$ cat config.mk
export PLATFORM = sky130hd
export DESIGN_NAME = conv_32_8
export DESIGN_NICKNAME = d
export VERILOG_FILES = /design/src/rtl/conv_pkg.sv /design/src/rtl/conv_shift_reg.sv /design/src/rtl/conv_32_8.sv
export SDC_FILE = /design/constraint.sdc
export NUM_CORES = 1
export LEC_CHECK = 0
export ABC_AREA = 1
export CORE_MARGIN = 1.5
export CORE_UTILIZATION = 35
export DETAILED_ROUTE_END_ITERATION = 8
export PLACE_DENSITY = 0.64
export RECOVER_POWER = 50
export SLEW_MARGIN = 20
export SYNTH_ARGS = -nofsm -noshare
export SYNTH_HDL_FRONTEND = slang
export SYNTH_SLANG_ARGS = --single-unit
$ cat constraint.sdc
create_clock -name clk -period 2.16 [get_ports clk]
set_input_delay 0.432 -clock clk [delete_from_list [all_inputs] [get_ports clk]]
set_output_delay 0.432 -clock clk [all_outputs]
set_load 0.05 [all_outputs]
$ cat src/rtl/conv_pkg.sv
// Shared constants for the 32-to-8 width converter.
// State encoding, default widths and a width helper.
package conv_pkg;

  localparam logic ST_IDLE = 1'b0;
  localparam logic ST_SEND = 1'b1;

  localparam int DEF_IN_W  = 32;
  localparam int DEF_OUT_W = 8;

  function automatic int clog2(input int v);
    int r;
    r = 0;
    while ((1 << r) < v) r++;
    return r;
  endfunction

endpackage

$ cat src/rtl/conv_shift_reg.sv
// Parallel-load shift register presenting one output byte at a time.
// MSB_FIRST selects which end of the word leaves first.
import conv_pkg::*;

module conv_shift_reg #(
  parameter int IN_W      = DEF_IN_W,
  parameter int OUT_W     = DEF_OUT_W,
  parameter bit MSB_FIRST = 1'b1
) (
  input  logic             clk,
  input  logic             reset,
  input  logic             load,
  input  logic             shift,
  input  logic [IN_W-1:0]  d,
  output logic [OUT_W-1:0] q_byte
);

  logic [IN_W-1:0] sh;

  always_ff @(posedge clk or posedge reset) begin
    if (reset) begin
      sh <= '0;
    end else if (load) begin
      sh <= d;
    end else if (shift) begin
      if (MSB_FIRST)
        sh <= {sh[IN_W-OUT_W-1:0], {OUT_W{1'b0}}};
      else
        sh <= {{OUT_W{1'b0}}, sh[IN_W-1:OUT_W]};
    end
  end

  assign q_byte = MSB_FIRST ? sh[IN_W-1 -: OUT_W]
                            : sh[OUT_W-1:0];

endmodule

$ cat src/rtl/conv_32_8.sv
// Word-to-byte serializer with a one-word holding buffer.
// Reloads on the last byte so back-to-back words stream gap-free.
import conv_pkg::*;

module conv_32_8 #(
  parameter int IN_W      = DEF_IN_W,
  parameter int OUT_W     = DEF_OUT_W,
  parameter bit MSB_FIRST = 1'b1
) (
  input  logic             clk,
  input  logic             reset,
  input  logic             valid_in,
  input  logic [IN_W-1:0]  data_in,
  output logic             ready_in,
  output logic [OUT_W-1:0] data_out,
  output logic             valid_out
);

  localparam int N  = IN_W / OUT_W;
  localparam int CW = clog2(N);
  localparam logic [CW-1:0] LAST = CW'(N - 1);

  logic             state;
  logic [CW-1:0]    cnt;
  logic [IN_W-1:0]  hold;
  logic             hold_v;
  logic             accept;
  logic             last;
  logic             load;
  logic             shift;
  logic [IN_W-1:0]  load_d;
  logic [OUT_W-1:0] q_byte;

  assign ready_in = !hold_v;
  assign accept   = valid_in && ready_in;
  assign last     = (state == ST_SEND) && (cnt == LAST);
  assign load     = ((state == ST_IDLE) && accept)
                 || (last && (hold_v || accept));
  assign shift    = (state == ST_SEND) && !last;
  // A held word always wins the reload; bypass only when hold is empty.
  assign load_d   = hold_v ? hold : data_in;
  assign data_out = valid_out ? q_byte : '0;

  conv_shift_reg #(
    .IN_W      (IN_W),
    .OUT_W     (OUT_W),
    .MSB_FIRST (MSB_FIRST)
  ) u_shift (
    .clk    (clk),
    .reset  (reset),
    .load   (load),
    .shift  (shift),
    .d      (load_d),
    .q_byte (q_byte)
  );

  always_ff @(posedge clk or posedge reset) begin
    if (reset) begin
      state     <= ST_IDLE;
      cnt       <= '0;
      hold      <= '0;
      hold_v    <= 1'b0;
      valid_out <= 1'b0;
    end else begin
      case (state)
        ST_IDLE: begin
          if (accept) begin
            state     <= ST_SEND;
            cnt       <= '0;
            valid_out <= 1'b1;
          end
        end
        ST_SEND: begin
          if (last) begin
            cnt <= '0;
            if (hold_v) begin
              hold_v <= 1'b0;
            end else if (!accept) begin
              state     <= ST_IDLE;
              valid_out <= 1'b0;
            end
          end else begin
            cnt <= cnt + CW'(1);
            if (accept) begin
              hold   <= data_in;
              hold_v <= 1'b1;
            end
          end
        end
        default: state <= ST_IDLE;
      endcase
    end
  end

endmodule

Yosys cells after proc, flatten, opt, wreduce, memory -nomap -nowiden
Index checks and enable logic that the tools add are counted.
- output and inout port bits: 10
- bits in registers: 69
- bits of input ports: 35
- word-level logic and storage cells: 45
- $add $sub $neg: 1
- reductions and logical operators: 14
- mux-type cells: 17
- bitwise logic cells: 2
- eq/ne operators: 5
- operator list (cell ; number):
    32-bit two-way mux ; 3
    1-bit two-way mux ; 8
    8-bit two-way mux ; 1
    2-bit != test (second input constant) ; 3
    1-bit logical AND ; 5
    2-bit two-way mux ; 2
    1-bit one-hot mux with 2 select lines ; 2
    2-bit one-hot mux with 2 select lines ; 1
    4-bit AND reduction ; 1
    2-bit nonzero test ; 2
    3-bit AND reduction ; 1
    2-bit by 1-bit adder with 2-bit output (second input constant) ; 1
    2-bit equality test (second input constant) ; 1
    1-bit zero test ; 2
    1-bit logical OR ; 2
    2-bit by 1-bit != test with 1-bit output (second input constant) ; 1
    1-bit NOT ; 2
    2-bit AND reduction ; 1

Logic depth before layout (Yosys ltp)
Gate-level depths: netlist (run 1).
- word-level depth: 6
- mapped depth: 9
- gate-level depth less buffers: 8

Modules after synthesis
Synthesis (run 1) repeated with hierarchy kept, for this count alone.
- cells, all modules: 488
- area total of the unflattened synthesis: 3593.4 sq um
- modules (own cells, without submodules) (module ; seq. area each (sq um) ; area each (sq um) ; times used ; cells an instance):
    conv_32_8 ; 925.9 ; 2013.2 ; 1 ; 289
    conv_shift_reg ; 800.8 ; 1580.3 ; 1 ; 199

Worst setup path after synthesis (run 1)
OpenSTA, ideal clock, no wires.
- kind: register to output
- start: register valid_out
- end: output port data_out[0]
- required time: 1728 ps
- path slack: 446 ps
- cell stages (with the launch flop): 4
- path buffers: 1
- data arrival time: 1282 ps
- cell sequence: dfrtp_1 -> clkbuf_1 -> nand2_1 -> inv_1
- word-level cells in the longest chain between the ends: 1
- ends and longest elaborated chain (element ; line ; source):
    start, declared ; conv_32_8.sv:16 ; output logic valid_out
    start signal, assigned ; conv_32_8.sv:63 ; valid_out <= 1'b0;
    start signal, assigned ; conv_32_8.sv:70 ; valid_out <= 1'b1;
    start signal, assigned ; conv_32_8.sv:80 ; valid_out <= 1'b0;
    8-bit two-way mux ; conv_32_8.sv:42 ; assign data_out = valid_out ? q_byte : '0;
    end, declared ; conv_32_8.sv:15 ; output logic [OUT_W-1:0] data_out,
No other way between the ends.

Worst setup path after layout (run 1)
- start: register cnt[0]
- end: register hold_v
- word-level cells in the longest chain between the ends: 4
- elaborated cells between the ends (all ways): 5
- classes of those cells: 1 x eq/ne; 1 x mux; 3 x reduce/logical
- ends and longest elaborated chain (element ; line ; source):
    start, declared ; conv_32_8.sv:24 ; logic [CW-1:0] cnt;
    start signal, assigned ; conv_32_8.sv:83 ; cnt <= cnt + CW'(1);
    2-bit equality test * ; conv_32_8.sv:36 ; assign last = (state == ST_SEND) && (cnt == LAST);
    1-bit logical AND * ; conv_32_8.sv:36 ;
    2-bit nonzero test (no line) ; n/a ;
    2-bit AND reduction (no line) ; n/a ;
    end signal, assigned ; conv_32_8.sv:62 ; hold_v <= 1'b0;
    end signal, assigned ; conv_32_8.sv:77 ; hold_v <= 1'b0;
    end signal, assigned ; conv_32_8.sv:86 ; hold_v <= 1'b1;
    end, declared ; conv_32_8.sv:26 ; logic hold_v;
Mark *: on every way between the ends. The rest lies on a longest branch, timed or not.
A chain may end at the register's enable or synchronous reset.

==> impl_metrics.tcl, run 1 <==
set metrics [dict create \
    worstPathRequired_ps 2360 \
    rows 35 \
    area_growth_pct 20.7 \
    first_iter_violations 141 \
    io_buffers 44 \
    nNetsFinal 507 \
    ys_seq_elements 69 \
    setup_slack_ps 387 \
    period_share 0.821 \
    die_height_microns 102 \
    min_from "hold[17]" \
    track_usage 0.151 \
    antenna_found_initial 0 \
    grt_max_degree 39 \
    ir_drop_uv 538 \
    ctsResizeCount 0 \
    netlist.area_leader.share 0.505 \
    yosys.area.top_type "dfrtp_1" \
    initial_core_util 0.365 \
    slew_headroom 0.451 \
    ios 45 \
    die_area_sq_mm 0.0104 \
    path_max_fanout 34 \
    cts.sink_count 69 \
    power.density_mw_per_mm2 1360 \
    layout_common_cells "nand2_1, dfrtp_1, nand3_1, inv_1, o21ai_0" \
    insertion_delay_ps 350 \
    slew_violations 0 \
    rr_worst_depth 7 \
    min_path_type "flop to flop" \
    yosysWarnings 0 \
    detailedPlace.worstSlack_ps 334 \
    die_x_microns 102 \
    r2r_start "cnt[0]" \
    vias_per_cell 4.53 \
    rsz0062_at_grt "no" \
    synth.net_count 467 \
    min_period_ps 1770 \
    fin_cells 605 \
    drv_cap 0 \
    wl_per_cell_microns 11.6 \
    ys_seq_area_frac 0.505 \
    min_to "hold[17]" \
    layout-drive-gt1-share 0.137 \
    setup_viol 0 \
    cp-end-kind "flop" \
    antenna_left 0 \
    crit_type "flop to flop" \
    drc 0 \
    dp_hpwl_microns 5040 \
    multi_input_area_sq_mm 0.00134 \
    coreArea_sq_mm 0.00937 \
    synth.cell_area_sq_mm 0.00342 \
    path_clk_slew_ps 70 \
    synth_cells 431 \
    tritoncts "built" \
    status "complete, no violations" \
    htreeDepth 3 \
    numCtsBuffers 9 \
    rrSetupSlack_ps 390 \
    syn_avg_cell_area_sq_um 7.93 \
    synthTopCellsByArea "dfrtp_1, nand2_1, nand3_1, o21ai_0, o21ai_2" \
    fin_setup_tns_ps 0 \
    hold_buffers 0 \
    hold_viol 0 \
    cp-start-kind "flop" \
    diodes 0 \
    globalplace.congestion 0.792 \
    via_count 2742 \
    p_leak_nw 2.10 \
    drt-total-wl_microns 7030 \
    cp.arrival_ps 1970 \
    grt_pass1_vias 2648 \
    ys_types 19 \
    num-fill-cells 970 \
    layout_commonest_cell "nand2_1" \
    first_pass_iters 4 \
    overflow 0 \
    placed_cells 589 \
    root_buffer "clkbuf_8" \
    finClkSkew_ps 9.24 \
    post_cts_buffers 0 \
    hold-path-cell-count 2 \
    fin_hold_ws_ps 483 \
    fin_util 0.441 \
    clockBufferDepth 2 \
    fmax_mhz 564 \
    worst_slew_pin_slew_ps 822 \
    grt_first_pass_wirelength_microns 12100 \
    ff_latch_area_sq_mm 0.00173 \
    r2r_end "hold_v" \
]
[final cells by class]
| class | instances | share of cell area |
|---|---|---|
| clock buffer | 10 | 0.0333 |
| clock inverter | 6 | 0.0152 |
| inverter | 48 | 0.0442 |
| multi-input combinational | 286 | 0.323 |
| sequential | 69 | 0.418 |
| tap | 129 | 0.0391 |
| timing repair buffer | 57 | 0.127 |
[routing by layer]
| metal | routed length (microns) | track usage |
|---|---|---|
| met5 | 0 | 0 |
| met1 | 3390 | 0.194 |
| met2 | 3260 | 0.247 |
| met4 | 84 | 0.0601 |
| met3 | 292 | 0.0363 |
[per-stage QoR]
stage                     instance area [sq um]  total power, mW
after global placement                     3950             4.55
after detailed placement                   3950             4.64
after global routing                       4130             6.13
final                                      4130             5.60
after floorplan                            3420             4.11
after CTS                                  4150             5.71
[critical path: stages (launching register included)]
cell      delay [ps]
dfrtp_1          390
ha_1             180
inv_1             50
nand2_2          220
clkinv_2         170
nand2_2           90
buf_4            360
o21ai_0          150
[flip-flops by register name (all words and copies together), names as in the netlist]
register	cells
state	1
hold	32
cnt	2
valid_out	1
hold_v	1
u_shift.sh	32
[cell usage after synthesis]
| library cell | number |
|---|---|
| nand2_1 | 148 |
| ha_1 | 1 |
| buf_1 | 3 |
| o21ai_0 | 39 |
| dfrtp_1 | 69 |
| o21ai_1 | 8 |
| buf_4 | 3 |
| nor2_1 | 7 |
| buf_2 | 10 |
| nand3_1 | 51 |
| buf_6 | 6 |
| o21ai_2 | 22 |
| nor2_4 | 1 |
| inv_1 | 45 |
| a21oi_1 | 6 |
| nand2_2 | 3 |
| inv_2 | 2 |
| clkbuf_1 | 6 |
| clkinv_2 | 1 |
[cell families (layout without fill, tap and decap cells)]
group	count (synthesis)	count (layout)	share of synthesized area
AND/OR/NAND/NOR	210	210	0.254
buffers and inverters	76	121	0.104
AO/OA/AOI/OAI	75	75	0.134
adder cells (fa/ha/maj)	1	1	0.00366
flip-flops	69	69	0.505
[power by group]
group          switching, mW  internal (mW)  leakage, nW  total [mW]
sequential             0.305           1.85        0.875        2.16
combinational           1.57          0.831         1.13        2.40
clock                  0.488          0.560       0.0943        1.05
total                   2.36           3.24         2.10        5.60
[worst max-delay path by stage]
stage                                end  slack [ps]       from  depth (start not counted)
after floorplan              data_out[0]         450  valid_out                          3
after global placement    u_shift.sh[20]         360   valid_in                          8
after detailed placement  u_shift.sh[20]         330   valid_in                          8
after CTS                         hold_v         380     cnt[0]                          7
after global routing            hold[20]         130      reset                          3
final                             hold_v         390     cnt[0]                          7
(Power assumes the default switching activity.)
==> run 2, diff against run 1 <==
Settings changed: PLACE_DENSITY 0.64 to 0.62.
Clock period 2.16 ns to 1.8 ns, I/O delays scaled along.
==> impl_metrics.tcl, run 2 (synthesis results as in run 1) <==
set metrics [dict create \
    via_count 2740 \
    min_path_type "input port to asynchronous set/reset pin" \
    hold_viol 0 \
    antenna_found_initial 0 \
    antenna_left 0 \
    root_buffer "clkbuf_8" \
    placed_cells 587 \
    grt_first_pass_wirelength_microns 12100 \
    status "complete, no violations" \
    cts.sink_count 69 \
    fin_util 0.451 \
    drt-met1-wl_microns 3400 \
    first_iter_violations 111 \
    io_buffers 44 \
    fin_cells 602 \
    cp.arrival_ps 1320 \
    diodes 0 \
    nNetsFinal 505 \
    ir_drop_uv 575 \
    dp_hpwl_microns 4650 \
    die_x_microns 102 \
    crit_type "flop to primary output" \
    numCtsBuffers 9 \
    coreArea_sq_mm 0.00937 \
    overflow 0 \
    crit_start "valid_out" \
    grt_max_degree 66 \
    p_leak_nw 2.12 \
    wl_per_cell_microns 11.3 \
    period_share 0.934 \
    htreeDepth 3 \
    ios 45 \
    drc 0 \
    rsz0062_at_grt "no" \
    wl_met3_microns 278 \
    post_cts_buffers 0 \
    cp-end-kind "primary output" \
    first_pass_iters 5 \
    slew_violations 0 \
    hold_buffers 0 \
    insertion_delay_ps 340 \
    layout_commonest_cell "nand2_1" \
    track_usage 0.147 \
    layout_common_cells "nand2_1, dfrtp_1, nand3_1, inv_1, o21ai_0" \
    slew_headroom 0.540 \
    rows 35 \
    drv_cap 0 \
    finClkSkew_ps 8.42 \
    ctsResizeCount 0 \
    die_area_sq_mm 0.0104 \
    fin_setup_tns_ps 0 \
    path_max_fanout 10 \
    top_regs "hold (32), u_shift.sh (32), cnt (2)" \
    power.density_mw_per_mm2 1610 \
    worst_slew_pin_slew_ps 690 \
    drt-total-wl_microns 6820 \
    path_clk_slew_ps 70 \
    globalplace.congestion 0.833 \
    setup_viol 0 \
    clockBufferDepth 2 \
    layout-drive-gt1-share 0.135 \
    grt_pass1_vias 2683 \
    vias_per_cell 4.55 \
    worstPathRequired_ps 1440 \
    die_height_microns 102 \
    min_period_ps 1680 \
    r2r_start "hold_v" \
    area_growth_pct 23.7 \
    dr_wl_met2_microns 3040 \
    finalPower_mw 6.80 \
    top_layer_used "met4" \
    tritoncts "built" \
    cp-start-kind "flop" \
    fmax_mhz 595 \
    initial_core_util 0.365 \
]
## run 2: cell count changes in the layout (fill, tap and decap cells not counted)
cell and change:
buf_4 -12, buf_12 +11, clkbuf_2 +2, clkinvlp_4 -2, clkbuf_1 -1, clkbuf_8 -1, clkinv_2 +1, dlymetal6s2s_1 -1
## run 2: area by class of cell
class | count | area (sq um)
Fill cell | 969 | 5140
Sequential cell | 69 | 1730
Multi-Input combinational cell | 286 | 1340
Timing Repair Buffer | 55 | 643
Inverter | 48 | 183
Tap cell | 129 | 161
Clock buffer | 10 | 128
Clock inverter | 5 | 52.6
## run 2: worst paths after layout
kind	endpoint	slack (ps)	cells past startpoint
worst min register to register	hold[17]	480	2
worst max register to register	u_shift.sh[17]	250	7
worst max-delay path	data_out[0]	120	3
worst min-delay path	hold[1]	480	2
min in group clk	hold[17]	480	2
max in group asynchronous	hold[10]	310	3
## run 2: critical path, stage by stage (launching register included)
cell and delay, ps:
dfrtp_1 610, nand2_1 120, inv_1 120, buf_12 140
## run 2: metrics by stage
| step | setup WS [ps] | hold slack [ps] | instance area (sq um) |
|---|---|---|---|
| after detailed placement | 107 | 466 | 4070 |
| after CTS | 78.5 | 318 | 4250 |
| after global routing | 34.5 | 506 | 4230 |
| final | 118 | 478 | 4230 |
| after global placement | 142 | 460 | 4070 |
| after floorplan | 158 | 450 | 3420 |
## run 2: where the power goes
group          internal [mW]  leakage [nW]  switching, mW
Clock                  0.625        0.0919          0.564
Combinational           1.11          1.15           1.89
Sequential              2.22         0.875          0.382
Total                   3.96          2.12           2.84
## run 2: per-layer routing
layer / vias to the layer above / track usage
met5: - / 0
met4: 0 / 0.0569
met3: 8 / 0.0267
met2: 59 / 0.236
met1: 1232 / 0.200
li1: 1441 / -
==> run 3, diff against run 2 <==
Settings changed: RECOVER_POWER 50 to 100.
==> impl_metrics.tcl, run 3 (synthesis results as in run 1) <==
set metrics [dict create \
    multi_input_area_sq_mm 0.00126 \
    top_regs "hold (32), u_shift.sh (32), cnt (2)" \
    ctsResizeCount 0 \
    vias_per_cell 4.60 \
    grt_max_degree 66 \
    via_count 2768 \
    hold_buffers 0 \
    min_path_type "flop to flop" \
    first_pass_iters 4 \
    rows 35 \
    htreeDepth 3 \
    layout_common_cells "nand2_1, dfrtp_1, o21ai_0, nand3_1, inv_1" \
    grt_pass1_vias 2683 \
    num-fill-cells 1016 \
    diodes 0 \
    slew_violations 0 \
    grt_first_pass_wirelength_microns 12100 \
    worst_slew_pin_slew_ps 691 \
    worstPathRequired_ps 1440 \
    path_clk_slew_ps 80 \
    rr_worst_depth 8 \
    power.density_mw_per_mm2 1620 \
    setup_slack_ps 124 \
    fin_util 0.427 \
    rrSetupSlack_ps 230 \
    die_height_microns 102 \
    tritoncts "built" \
    coreArea_sq_mm 0.00937 \
    cp-start-kind "flop" \
    clockBufferDepth 2 \
    min_period_ps 1680 \
    layout-drive-gt1-share 0.0909 \
    cts.sink_count 69 \
    drt-total-wl_microns 6940 \
    root_buffer "clkbuf_8" \
    crit_type "flop to primary output" \
    layout_commonest_cell "nand2_1" \
    globalplace.congestion 0.833 \
    track_usage 0.147 \
    detailedPlace.worstSlack_ps 107 \
    p_leak_nw 2.06 \
    dp_hpwl_microns 4650 \
    nNetsFinal 505 \
    final_cell_area_sq_mm 0.00400 \
    hold_viol 0 \
    fin_cells 602 \
    path_max_fanout 10 \
    numCtsBuffers 9 \
    drv_cap 0 \
    ios 45 \
    placed_area_sq_mm 0.00407 \
    slew_headroom 0.539 \
    ir_drop_uv 554 \
    die_area_sq_mm 0.0104 \
    placed_cells 587 \
    wl_per_cell_microns 11.5 \
    drc 0 \
    die_x_microns 102 \
    rsz0062_at_grt "no" \
    antenna_left 0 \
    finClkSkew_ps 11.8 \
    insertion_delay_ps 340 \
    status "complete, no violations" \
    hold-path-cell-count 2 \
    post_cts_buffers 0 \
    period_share 0.931 \
    setup_viol 0 \
    initial_core_util 0.365 \
    cp.arrival_ps 1320 \
    overflow 0 \
    fin_setup_tns_ps 0 \
    fmax_mhz 597 \
    ff_latch_area_sq_mm 0.00173 \
    first_iter_violations 110 \
    area_growth_pct 17.1 \
    antenna_found_initial 0 \
    io_buffers 44 \
    cp-end-kind "primary output" \
]
run 3: cell count changes in the layout (fill, tap and decap cells not counted), moves of 2 or more:
cell,delta
clkbuf_4,+3
buf_2,+5
buf_4,-2
o21ai_2,-20
o21ai_1,-8
buf_12,-10
clkbuf_2,+4
o21ai_0,+28
run 3: layout make-up:
class,count,share of cell area
clock buffers,10,0.0319
clock inverters,5,0.0131
inverters,48,0.0456
multi-input cells,286,0.314
flip-flops and latches,69,0.431
well taps,129,0.0403
repair buffers,55,0.124
run 3: final timing paths:
| check | from | endpoint |
|---|---|---|
| max | valid_out | data_out[3] |
| min | hold[2] | hold[2] |
| max reg2reg | cnt[0] | u_shift.sh[8] |
| min reg2reg | hold[2] | hold[2] |
| max in group asynchronous | reset | hold[10] |
| min in group asynchronous | reset | hold[1] |
run 3: critical path: stages (launching register included):
cell and delay [ps]:
dfrtp_1 560, nand2_1 100, inv_1 70, buf_2 250
run 3: layer usage:
metal	vias up	part of all wire	track usage
met5	-	0	0
met1	1278	0.51	0.200
met2	50	0.44	0.236
met4	0	0.013	0.0569
li1	1432	-	-
met3	8	0.037	0.0267
run 3: metrics by stage:
stage | hold WS (ps) | power [mW]
detailed placement | 466 | 5.68
finish | 482 | 6.47
floorplan | 450 | 4.93
CTS | 318 | 6.90
global placement | 460 | 5.59
global route | 511 | 7.09
run 3: power breakdown:
| part | switching (mW) | total, mW | leakage [nW] | internal [mW] |
|---|---|---|---|---|
| Combinational | 1.78 | 2.67 | 1.09 | 0.896 |
| Clock | 0.573 | 1.20 | 0.0919 | 0.626 |
| Sequential | 0.376 | 2.60 | 0.875 | 2.22 |
